## src/rtl/alu_mul_sequencer.sv

```systemverilog
// alu_mul_sequencer
//   Multi-cycle WIDTH x WIDTH -> WIDTH (low word) shift-and-add multiplier.
//   It owns no adder. Each iteration it borrows the shared CPU ALU through
//   a request/grant pair. The pipeline EX stage always wins arbitration.
//
// Handshake (AluReq/AluGnt):
//   AluReq is high in every STEP cycle. An iteration retires only on a
//   cycle where AluReq && AluGnt. On a cycle without a grant, every
//   register holds and the sequencer retries on the next cycle, with no
//   timeout. AluOp1, AluOp2 and AluCtrl are combinational from registers.
//   AluRes is expected back in the same cycle.
//
// Optional feature:
//   MULSEQ_EARLY_EXIT_EN - when defined, the sequencer finishes as soon as
//   the multiplier has no set bits left, instead of always running WIDTH
//   granted steps.
//
// Ports:
//   CPU_CLK, CPU_RST_N  clock (rising edge), async active-low reset
//   Start, MulA, MulB   start pulse and operands (accepted only in IDLE)
//   Busy, Done          busy through DONE; Done is a one-cycle pulse
//   Product             low WIDTH bits of MulA*MulB, valid with Done
//   AluReq, AluGnt      ALU request/grant
//   AluOp1, AluOp2      ALU operands: accumulator, shifted multiplicand
//   AluCtrl             ALU control (always ADD)
//   AluRes              combinational ALU result
//   DbgState            current FSM state (0 IDLE, 1 STEP, 2 DONE)
module alu_mul_sequencer #(
   parameter int WIDTH = 32,
   parameter int CNT_W = 5
) (
   input  logic             CPU_CLK,
   input  logic             CPU_RST_N,
   input  logic             Start,
   input  logic [WIDTH-1:0] MulA,
   input  logic [WIDTH-1:0] MulB,
   output logic             Busy,
   output logic             Done,
   output logic [WIDTH-1:0] Product,
   output logic             AluReq,
   input  logic             AluGnt,
   output logic [WIDTH-1:0] AluOp1,
   output logic [WIDTH-1:0] AluOp2,
   output logic [3:0]       AluCtrl,
   input  logic [WIDTH-1:0] AluRes,
   output logic [1:0]       DbgState
);

   // This encoding must match the CPU's ADD encoding.
   localparam logic [3:0] ALU_ADD = 4'b0010;

   typedef enum logic [1:0] {
      IDLE = 2'd0,
      STEP = 2'd1,
      DONE = 2'd2
   } state_t;

   state_t             state, state_next;
   logic [WIDTH-1:0]   acc, acc_next;
   logic [WIDTH-1:0]   mcand, mcand_next;
   logic [WIDTH-1:0]   mplier, mplier_next;
   logic [CNT_W-1:0]   cnt, cnt_next;
   logic [WIDTH-1:0]   product, product_next;
   logic               alu_req;
   logic               last_step;

   // Marks the granted iteration that finishes the product.
`ifdef MULSEQ_EARLY_EXIT_EN
   assign last_step = (cnt == CNT_W'(WIDTH - 1)) || ((mplier >> 1) == '0);
`else
   assign last_step = (cnt == CNT_W'(WIDTH - 1));
`endif

   always_ff @(posedge CPU_CLK or negedge CPU_RST_N) begin
      if (!CPU_RST_N) begin
         state <= IDLE;
      end else begin
         state <= state_next;
      end
   end

   always_ff @(posedge CPU_CLK or negedge CPU_RST_N) begin
      if (!CPU_RST_N) begin
         acc     <= '0;
         mcand   <= '0;
         mplier  <= '0;
         cnt     <= '0;
         product <= '0;
      end else begin
         acc     <= acc_next;
         mcand   <= mcand_next;
         mplier  <= mplier_next;
         cnt     <= cnt_next;
         product <= product_next;
      end
   end

   always_comb begin
      state_next   = state;
      acc_next     = acc;
      mcand_next   = mcand;
      mplier_next  = mplier;
      cnt_next     = cnt;
      product_next = product;
      alu_req      = 1'b0;
      case (state)
         IDLE: begin
            if (Start) begin
               acc_next    = '0;
               mcand_next  = MulA;
               mplier_next = MulB;
               cnt_next    = '0;
               state_next  = STEP;
            end
         end
         STEP: begin
            // Request even when mplier[0] is 0 so each iteration costs
            // exactly one grant.
            alu_req = 1'b1;
            if (AluGnt) begin
               if (mplier[0]) begin
                  acc_next = AluRes;
               end
               mcand_next  = mcand << 1;
               mplier_next = mplier >> 1;
               cnt_next    = cnt + CNT_W'(1);
               if (last_step) begin
                  // Load Product on the edge that enters DONE, so Product
                  // is already valid while Done is high.
                  product_next = mplier[0] ? AluRes : acc;
                  state_next   = DONE;
               end
            end
         end
         DONE: begin
            state_next = IDLE;
         end
         default: begin
            state_next = IDLE;
         end
      endcase
   end

   assign Busy     = (state != IDLE);
   assign Done     = (state == DONE);
   assign Product  = product;
   assign AluReq   = alu_req;
   assign AluOp1   = acc;
   assign AluOp2   = mcand;
   assign AluCtrl  = ALU_ADD;
   assign DbgState = state;

endmodule

```

## config.mk

```make
export PLATFORM = sky130hd
export DESIGN_NAME = alu_mul_sequencer
export DESIGN_NICKNAME = d
export VERILOG_FILES = /design/src/rtl/alu_mul_sequencer.sv
export SDC_FILE = /design/constraint.sdc
export NUM_CORES = 1
export LEC_CHECK = 0
export CAP_MARGIN = 10
export CORE_MARGIN = 8
export CORE_UTILIZATION = 51
export CTS_CLUSTER_SIZE = 14
export DETAILED_ROUTE_END_ITERATION = 7
export PLACE_DENSITY = 0.86
export SETUP_SLACK_MARGIN = 0.5
export SLEW_MARGIN = 20
export SYNTH_ARGS = -nofsm -noshare
export SYNTH_HDL_FRONTEND = slang
export SYNTH_SLANG_ARGS = --single-unit
```

## constraint.sdc

```tcl
create_clock -name CPU_CLK -period 2.7 [get_ports CPU_CLK]
set_clock_uncertainty 0.05 [all_clocks]
set_input_delay 0.405 -clock CPU_CLK [delete_from_list [all_inputs] [get_ports CPU_CLK]]
set_output_delay 0.405 -clock CPU_CLK [all_outputs]
set_load 0.05 [all_outputs]
```

; Yosys cells after proc, flatten, opt, wreduce, memory -nomap -nowiden
; Cells that the tools add are included.
[word_totals]
reg_bits = 135
in_bits = 100
elab_cells = 37
[op_classes]
eq_ne = 6
n_mux = 18
addsub = 1
n_reduce_logical = 6
[op_table]
columns = cell, count
row1 = 32-bit 2-to-1 mux, 7
row2 = 32-bit one-hot mux with 2 select lines, 3
row3 = 5-bit 2-to-1 mux, 2
row4 = 5-bit one-hot mux with 2 select lines, 1
row5 = 3-bit AND reduction, 3
row6 = 2-bit 2-to-1 mux, 3
row7 = "2-bit != test, second input constant", 3
row8 = "5-bit by 1-bit adder with 5-bit output, second input constant", 1
row9 = "5-bit == test, second input constant", 1
row10 = 2-bit one-hot mux with 2 select lines, 1
row11 = 2-bit nonzero test, 2
row12 = "2-bit by 1-bit == test with 1-bit output, second input constant", 1
row13 = "2-bit == test, second input constant", 1
row14 = 2-bit zero test, 1
row15 = 1-bit 2-to-1 mux, 1

; Depth between registers and ports, before layout
[depth]
word_depth = 4
mapped_depth = 8
ltp_nobuf = 6

; Worst setup path before layout
; OpenSTA, ideal clock, no wires.
[synth_timing]
path_kind = flip-flop to output port
startpoint = register state[1], in the netlist DbgState[1]
endpoint = output Done
t_arrival_ns = 1.713
stages_incl_launch_ff = 3
required_time_ns = 2.245
setup_slack_ns = 0.532
cell_sequence = dfrtp_1 > buf_2 > nor2b_1
[synth_via]
elab_chain_cells = 1
[synth_lines]
columns = element, line
row1 = "start, declared", 58  ; state_t state, state_next;
row2 = "start signal, assigned", 78  ; state <= state_next;
row3 = 2-bit == test, 145  ; assign Done = (state == DONE);
row4 = "end, declared", 38  ; output logic Done,
; No other way between the ends.

; Worst setup path after layout
[layout_timing]
startpoint = register state[0], in the netlist DbgState[0]
endpoint = output DbgState[0]
[layout_lines]
columns = element, line
row1 = "end, declared", 46  ; output logic [1:0] DbgState
; No word-level cell between the ends.

==> results.py <==
metrics = {
    "synth": {
        "synthesis.area_sq_mm": 0.00674,
        "syn_inst": 468,
        "ys_ff_latch": 135,
        "synth_edf_count": 0,
        "synth-seq-area-share_pct": 50.1,
        "synth_top_area_cell": "dfrtp_1",
        "avgSynthCellArea_sq_um": 14.4,
        "synth-main-ff-cell": "dfrtp_1",
        "synth_area_leaders": "dfrtp_1, mux2_4, mux2i_1",
        "synthArstFlopShare_pct": 100,
        "synth_top_area_share_pct": 50.1,
        "synth_most_common_cell": "dfrtp_1",
        "synth.distinct_cells": 34,
        "synth_commonest_cells": "dfrtp_1, mux2_4, a22o_1, nand2_1",
        "ys_warn_count": 0,
    },
    "die": {
        "io_pins": 205,
        "core_sq_mm": 0.0131,
        "die-area_sq_mm": 0.0172,
        "initial_utilization_pct": 51.5,
        "row_count": 42,
        "die_w_um": 131,
        "die_height_um": 131,
    },
    "flow_run": {
        "maxCapViolations": 0,
    },
    "timing": {
        "fmax_ghz": 0.469,
        "finalSetupViolCount": 0,
        "slew_violations": 0,
        "finalCriticalPeriod_ns": 2.13,
        "layout_worst_path_cycle_share_pct": 79.0,
        "setup-tns-final_ns": 0,
        "slew_headroom_pct": 47.8,
        "rsz0062_at_grt": "no",
        "finalHoldViolations": 0,
        "hold_ws_ns": 0.427,
        "worstMarginPinSlew_ns": 0.783,
    },
    "worst_setup_path": {
        "critPathSlowestCell": "dlygate4sd2_1",
        "cp_top_family": "buffers and inverters",
        "cp_cell_sequence": "buf_4 > dlygate4sd2_1",
        "crit_path_end_kind": "output port",
        "required_ns": 2.25,
        "cp_max_fo": 10,
        "startpoint_type": "flop",
        "crit_start": "DbgState[0]",
        "path_class": "flop to output port",
        "crit_arrival_ns": 1.68,
        "path_buf_inv": 2,
        "cp_slowest_stage_delay_ns": 0.60,
        "r2r_start": "DbgState[0]",
    },
    "drt": {
        "vias": 4575,
        "vias_per_cell": 5.34,
        "drtIter0Drc": 267,
        "drt-total-wl_um": 17500,
        "antenna_left": 0,
        "wire_per_inst_um": 20.4,
        "first_pass_iters": 4,
        "drc": 0,
    },
    "cts": {
        "clkTransAtPathRegs_ns": 0.06,
        "clock_latency_ns": 0.41,
        "cts_tree": "done",
        "clock_sinks": 135,
        "cts_buffers": 17,
        "cts_max_path_buffers": 2,
        "cts_max_level": 4,
        "cts-root-buf": "clkbuf_16",
        "cts_setup_buffers": 0,
    },
    "global_routing": {
        "grt_usage_pct": 21.2,
        "grt_overflow": 0,
        "use_met3_pct": 9.09,
        "use_met1_pct": 26.0,
        "grt_pass1_wl_um": 28000,
        "grt_pass1_vias": 5058,
        "grt_max_degree": 66,
        "grt-busiest-layer": "met2",
        "grt_use_met2_pct": 33.5,
        "antenna_found_initial": 0,
    },
    "placed_design": {
        "portBuffers": 200,
        "hpwl_um": 12000,
        "place_congestion": 0.844,
    },
    "status": {
        "status": "complete, no violations",
    },
    "hold_path": {
        "worstHoldStart": "Product[5]",
        "worstHoldPathType": "flop to flop",
    },
    "power": {
        "comb_power_share_pct": 49.4,
        "swShare_pct": 39.7,
        "powerDensity_mw_per_mm2": 1160,
        "leakagePower_nw": 4.58,
        "p_int_mw": 6.65,
        "netSwitchingPower_mw": 4.39,
        "clockPowerShare_pct": 20.4,
        "sequentialPowerShare_pct": 30.2,
        "irDropWorstVdd_uv": 1030,
    },
    "final_layout": {
        "syn2layout_area_growth_pct": 40.6,
        "nets": 770,
        "num_antenna_cells": 0,
        "layout-drive-gt1-share_pct": 26.3,
    },
}
logic make-up (layout without fill, tap and decap cells):
family	Yosys count	in the layout	share of synthesized area (%)
flops	135	135	50.1
simple gates	50	50	3.71
buf+inv	42	253	5.20
other cells	2	4	0.111
compound gates	81	81	8.57
mux	156	156	31.9
fa+ha+maj	2	2	0.371
sequential cells by signal (all words and copies together) (netlist names):
signal	count
AluOp1	32
AluOp2	32
DbgState	2
Product	32
cnt	5
mplier	32
path summary, 6_finish.rpt:
check	cells after the start	slack (ns)	end
max in group asynchronous	3	1.49	AluOp1[16]
hold / removal	2	0.43	Product[5]
hold reg to reg	2	0.43	Product[5]
setup / recovery	2	0.57	DbgState[0]
setup reg to reg	5	0.64	mplier[19]
min in group asynchronous	2	0.46	mplier[19]
power groups by stage:
stage               clock network (mW)  logic, mW  registers, mW
CTS                               2.30       5.50           3.33
global route                      2.39       5.72           3.43
finish                            2.25       5.45           3.34
detailed placement                   0       5.43           3.34
floorplan                            0       2.04           5.02
global placement                     0       5.33           3.29
layer usage:
layer,routed length (um),share of wire [%],vias to the layer above
met5,0,0,-
met4,183,1.0,0
met3,1770,10,15
met2,8340,48,159
met1,7210,41,2323
li1,-,-,2078
timing repair:
item | 4_1_cts | 5_1_grt
cloned | 2 | 0
endpoints found under the setup margin | 4 | 14
hold endpoints to repair | 33 | 0
gates resized for setup | 4 | 2
hold buffers | 1 | 0
metrics by stage:
stage / setup slack [ns] / util (%) / area (sq um) / cells / total power [mW]
floorplan: 0.532 / - / 6750 / 470 / 7.07
global placement: 0.368 / 67.4 / 8820 / 822 / 8.62
detailed placement: 0.303 / 67.4 / 8820 / 822 / 8.77
CTS: 0.532 / 72.4 / 9470 / 857 / 11.1
global route: 0.507 / 72.5 / 9480 / 857 / 11.5
finish: 0.567 / 72.5 / 9480 / 857 / 11.0
layout make-up:
cell class	count	area [sq um]
multi-input combinational	293	3020
clock buffer	23	478
clock inverter	9	98.8
tap	176	220
sequential	135	3380
fill	832	3600
timing repair buffer	217	2270
inverter	4	15.0
worst min-delay path: cells and delay by family (launching register included):
family,cells,cell delay (ns)
compound gates,1,0.06
flops,1,0.34
simple gates,1,0.05
placed cells by master, fill, tap and decap left out, types with 3 or more instances in the layout:
| master | instances |
|---|---|
| a21oi_1 | 4 |
| a22o_1 | 36 |
| buf_12 | 7 |
| buf_4 | 8 |
| clkbuf_1 | 3 |
| clkbuf_16 | 17 |
| clkbuf_8 | 3 |
| clkdlybuf4s50_1 | 194 |
| clkinv_2 | 6 |
| conb_1 | 4 |
| dfrtp_1 | 133 |
| dlygate4sd2_1 | 3 |
| inv_1 | 4 |
| mux2_2 | 8 |
| mux2_4 | 116 |
| mux2i_1 | 32 |
| nand2_1 | 34 |
| nor2b_1 | 5 |
| o21ai_0 | 32 |
| o2bb2ai_1 | 3 |
No activity file was read; power rests on OpenSTA's default activity.
